==> config.mk <==
export PLATFORM = sky130hd
export DESIGN_NAME = mul16_seq_ctrl
export DESIGN_NICKNAME = d
export VERILOG_FILES = /design/src/rtl/mul16_seq_ctrl_pkg.sv /design/src/rtl/mul16_seq_ctrl_mul8.sv /design/src/rtl/mul16_seq_ctrl.sv
export SDC_FILE = /design/constraint.sdc
export NUM_CORES = 1
export LEC_CHECK = 0
export ABC_CLOCK_PERIOD_IN_PS = 8650
export CORE_ASPECT_RATIO = 1.1
export CORE_UTILIZATION = 59
export DETAILED_ROUTE_END_ITERATION = 6
export PLACE_DENSITY_LB_ADDON = 0.3
export SLEW_MARGIN = 15
export SYNTH_ARGS = -nofsm -noshare
export SYNTH_HDL_FRONTEND = slang
export SYNTH_SLANG_ARGS = --single-unit
export TNS_END_PERCENT = 20
==> constraint.sdc <==
create_clock -name Clk -period 8.65 [get_ports Clk]
set_input_delay 1.73 -clock Clk [delete_from_list [all_inputs] [get_ports Clk]]
set_output_delay 1.73 -clock Clk [all_outputs]
set_load 0.02 [all_outputs]
==> src/rtl/mul16_seq_ctrl_pkg.sv <==
// rtl/mul16_seq_ctrl_pkg.sv - shared states, widths and shift constants for the 16x16 sequenced multiplier
package mul16_seq_ctrl_pkg;
    localparam int OPW   = 16;
    localparam int PRODW = 32;
    localparam int PARTW = 8;

    localparam logic [4:0] SH_P0 = 5'd0;
    localparam logic [4:0] SH_P1 = 5'd8;
    localparam logic [4:0] SH_P2 = 5'd8;
    localparam logic [4:0] SH_P3 = 5'd16;

    typedef enum logic [2:0] {IDLE, P0, P1, P2, P3, DONE} state_t;

    // Two's-complement magnitude; 8000h maps to 32768 as an unsigned value.
    function automatic logic [OPW-1:0] mag(input logic [OPW-1:0] v);
        return v[OPW-1] ? (~v + 16'd1) : v;
    endfunction
endpackage

==> src/rtl/mul16_seq_ctrl_mul8.sv <==
// rtl/mul16_seq_ctrl_mul8.sv - combinational 8x8 array multiplier (Mul_8_Bit)
module Mul_8_Bit (
    input  logic        Rst,
    input  logic [7:0]  A,
    input  logic [7:0]  B,
    output logic [15:0] P
);
    assign P = Rst ? 16'd0 : (16'(A) * 16'(B));
endmodule

==> src/rtl/mul16_seq_ctrl.sv <==
// rtl/mul16_seq_ctrl.sv - 16x16 multiply over four 8x8 partial-product cycles
// Optional signed mode: MUL16_SIGNED_EN
module mul16_seq_ctrl
    import mul16_seq_ctrl_pkg::*;
(
    input  logic             Clk,
    input  logic             Rst,
    input  logic             In_Valid,
    output logic             In_Ready,
    input  logic [OPW-1:0]   A,
    input  logic [OPW-1:0]   B,
`ifdef MUL16_SIGNED_EN
    input  logic             Sgn,
`endif
    output logic             Out_Valid,
    input  logic             Out_Ready,
    output logic [PRODW-1:0] Out_P,
    output logic             Busy
);
    state_t             state, state_next;
    logic [OPW-1:0]     a_q, b_q;
    logic [PRODW-1:0]   acc;
    logic [PARTW-1:0]   mul_a, mul_b;
    logic [2*PARTW-1:0] pp;
    logic [4:0]         shamt;
    logic [PRODW-1:0]   result;
`ifdef MUL16_SIGNED_EN
    logic               neg_q;
`endif

    Mul_8_Bit u_mul (
        .Rst (Rst),
        .A   (mul_a),
        .B   (mul_b),
        .P   (pp)
    );

    always_ff @(posedge Clk) begin
        if (Rst) state <= IDLE;
        else     state <= state_next;
    end

    always_comb begin
        state_next = state;
        In_Ready   = 1'b0;
        Out_Valid  = 1'b0;
        Busy       = 1'b1;
        mul_a      = '0;
        mul_b      = '0;
        shamt      = SH_P0;
        case (state)
            IDLE: begin
                Busy     = 1'b0;
                In_Ready = !Rst;
                if (In_Valid) state_next = P0;
            end
            P0: begin
                mul_a = a_q[7:0];  mul_b = b_q[7:0];  shamt = SH_P0;
                state_next = P1;
            end
            P1: begin
                mul_a = a_q[7:0];  mul_b = b_q[15:8]; shamt = SH_P1;
                state_next = P2;
            end
            P2: begin
                mul_a = a_q[15:8]; mul_b = b_q[7:0];  shamt = SH_P2;
                state_next = P3;
            end
            P3: begin
                mul_a = a_q[15:8]; mul_b = b_q[15:8]; shamt = SH_P3;
                state_next = DONE;
            end
            DONE: begin
                Out_Valid = 1'b1;
                if (Out_Ready) state_next = IDLE;
            end
            default: state_next = IDLE;
        endcase
    end

    always_ff @(posedge Clk) begin
        if (Rst) begin
            a_q <= '0;
            b_q <= '0;
            acc <= '0;
`ifdef MUL16_SIGNED_EN
            neg_q <= 1'b0;
`endif
        end else begin
            case (state)
                IDLE: if (In_Valid) begin
                    acc <= '0;
`ifdef MUL16_SIGNED_EN
                    a_q   <= Sgn ? mag(A) : A;
                    b_q   <= Sgn ? mag(B) : B;
                    neg_q <= Sgn & (A[OPW-1] ^ B[OPW-1]);
`else
                    a_q <= A;
                    b_q <= B;
`endif
                end
                P0, P1, P2, P3: acc <= acc + (PRODW'(pp) << shamt);
                default: ;
            endcase
        end
    end

`ifdef MUL16_SIGNED_EN
    assign result = neg_q ? (~acc + 32'd1) : acc;
`else
    assign result = acc;
`endif
    // Output is forced to zero outside DONE so a discarded result never leaks.
    assign Out_P = (state == DONE) ? result : '0;
endmodule

==> impl_results.md <==
* Outcome: complete, no violations
* Die Width at 104 microns
* Max IR drop VDD at 86.4 uV
* TritonCTS buffer count at 9
* Max transition margin at about 30%
* #FFs+latches synth at 67
* DR WL met3 at 1.19 mm
* Htree depth at 3
* Dominant synthesized flop cell: dfxtp_1
* Cells after synthesis at 888
* Vias in the first global route at between 5000 and 6000
* # resized after CTS at 0
* Via density at around 5.9
* Logic pwr share at 19.4%
* Clk buf depth at 2
* Ratio of final minimum period to clock period at between 90% and 100%
* 1st-pass router iterations at 6
* Met2 wire len at 7.77 mm
* Yosys top cell by area: dfxtp_1
* Hold EP: a_q[2]
* WL per Instance at between 15 and 20 microns
* Remaining DRCs at 0
* CP endpoint kind: flip-flop
* Worst-Margin Slew at ~1.0 ns
* DIE AREA at 0.0119 sq mm
* Initial antenna violation count at 0
* Crit Path Category: flip-flop to flip-flop
* Hold/Removal Path Class: flip-flop to flip-flop
* Total power at 904 uW
* Syn_nets at slightly above 1000
* Finished Layout Cells at 1089
* Core area at about 0.011 sq mm
* Hold_sp: a_q[2]
* Hold Fails Final Rpt at 0
* EDFF count, synth at 0
* Commonest non-fill, non-tap cell in the layout: nor2_1
* Via count at approximately 6500
* Worst Path Required at roughly 8.9 ns
* Tmin final at 8.13 ns
* Inst Count DP at 1073
* Setup TNS at 0 ns
* Sw power at 292 uW
* Gr usage total at roughly 29%
* Setup-failing EPs final at 0
* ANT nets after route at 0
* Hold depth at 2
* R2r setup slk at 0.52 ns
* Rows at 40
* WL final at about 17 mm
* F_max at roughly 120 MHz
* Worst skew pair latency at between 0.3 and 0.4 ns
* Post-CTS Hold Buffers at 0
* Chip height at between 100 and 150 microns
* Most frequent cells in the layout: nor2_1 (139), nand2_1 (108), a21oi_1 (75)
* Crit start category: flip-flop
* Final GP Congestion at slightly above 0.9
* Clk root buf: clkbuf_16
* CP max stage delay at ~0.56 ns
* Seq pwr share at a little under two fifths
* CTS Sinks at between 60 and 70
* Sequential fraction of the synthesis area at just under 20%
* Max-Cap Viols at 0
* TritonCTS clock tree: done
* GRT overflow at 0
* Avg Cell Area, Syn at ~7.6 sq um
* Reg-to-Reg Start: state[2]
* Top Layer Used: met4
* Layout cells sized above 1 at between 6 and 7%
* Post-DP HPWL at roughly 13 mm
* Clock Skews at 0.00597 ns
* Pin count of the biggest net entering global routing at 67
* I/O Pins at 71
* Initial Utilization at about three fifths
* Internal Pwr Total at 611 uW
* Area contributors post-synth: dfxtp_1 (20%), ha_1 (12%), fa_1 (11%), nor2_1 (7.8%), nand2_1 (6.0%)
* M1 WL at about 7.6 mm
* RSZ-0062 raised after global routing: no
* Synth-to-layout area growth at 16.6%
* Post-CTS setup buffers at 0
* R2R depth at 30
* WP data arrival at 8.36 ns
* Most used cell, CP: fa_1
* DR iter-0 viols at a little under 500
* Sw Ratio at 32.4%
* Crit path max-delay cell type: fa_1
* Cell Pwr Density at about 110 mW/mm^2
* First-pass GRT wire length at ~28 mm
* Post-Syn Area at a little under 0.007 sq mm
* Number of I/O port buffers at 70
* Nets at between 1000 and 1500
* Worst R2R End: acc[29]
* Slew Viols, Final at 0
* Fraction of registers with async set/reset at 0%
* Synth top area share at between 15 and 20%
* Final cell utilization of the core at 71.4%
* Maximum fanout along the worst path at 17
* Unique masters post-synth at between 60 and 70
* Setup crit start: state[2]
* Clock power frac at 42.9%
* CTS clk-pin slew, worst paths at roughly 0.060 ns
* LEAKAGE at ~3.7 nW
* Ant diodes at 0
* Synth warn at 0
## power groups by stage
stage	combinational [mW]	sequential (mW)	clock, mW
after CTS	0.171	0.340	0.389
after floorplan	0.119	0.339	0
after global routing	0.194	0.343	0.403
final	0.175	0.341	0.388
after global placement	0.167	0.346	0
after detailed placement	0.171	0.346	0
## cell usage after synthesis, types with 9 or more instances
| cell type | n |
|---|---|
| or2_2 | 13 |
| a22oi_1 | 31 |
| nand2_1 | 108 |
| nor2_1 | 140 |
| inv_1 | 58 |
| fa_1 | 37 |
| nor3_1 | 9 |
| a21oi_1 | 77 |
| clkbuf_1 | 36 |
| dfxtp_1 | 67 |
| ha_1 | 67 |
| xor2_1 | 20 |
| o21ai_0 | 28 |
| and3_1 | 38 |
| nor2b_1 | 13 |
| xnor2_1 | 14 |
| a21o_1 | 21 |
## metal layers
layer / up-vias / track usage, %
met5: - / 0
met4: 0 / 8.95
met3: 30 / 5.35
met2: 227 / 46.4
met1: 3048 / 40.2
li1: 3156 / -
## worst max-delay path, delay by kind of cell (launching register included)
kind,cells,cell delay [ns]
AOI/OAI and AO/OA,7,1.37
adders and majority gates,6,2.74
DFF,1,0.31
and+or+nand+nor,11,2.56
xor gates and xnor gates,1,0.28
buffers and inverters,5,0.74
## per-stage QoR
step	hold WS (ns)	instance area [sq um]	setup slack, ns
2_1_floorplan	0.436	6740	1.24
3_3_place_gp	0.441	7530	0.847
3_5_place_dp	0.449	7530	0.548
4_1_cts	0.458	7840	0.492
5_1_grt	0.479	7860	0.0328
6_report	0.458	7860	0.517
## cell type report
cell class	instances	area, sq um
clock buffers	9	225
clock inverters	7	82.6
fillers	907	3150
inverters	59	221
multi-input cells	721	5040
flip-flops and latches	67	1340
well taps	147	184
repair buffers	79	763
## worst max path at each step
stage | slack [ns] | endpoint
detailed placement | 0.55 | acc[29]
finish | 0.52 | acc[29]
global route | 0.03 | acc[29]
global placement | 0.85 | acc[29]
CTS | 0.49 | acc[29]
floorplan | 1.24 | acc[29]
## state kept, by name, indices dropped and copies added, names as in the netlist
| signal | count |
|---|---|
| acc | 32 |
| a_q | 16 |
| b_q | 16 |
| state | 3 |
## cells by family after synthesis
family,after synthesis,synth area share [%]
buffers and inverters,100,5.66
multiplexers,7,1.06
adder cells (fa/ha/maj),104,23.4
XOR/XNOR,34,4.42
flip-flops,67,19.9
AND/OR/NAND/NOR,367,25.1
AO/OA/AOI/OAI,209,20.5
Power figures use the tool's default switching activity.
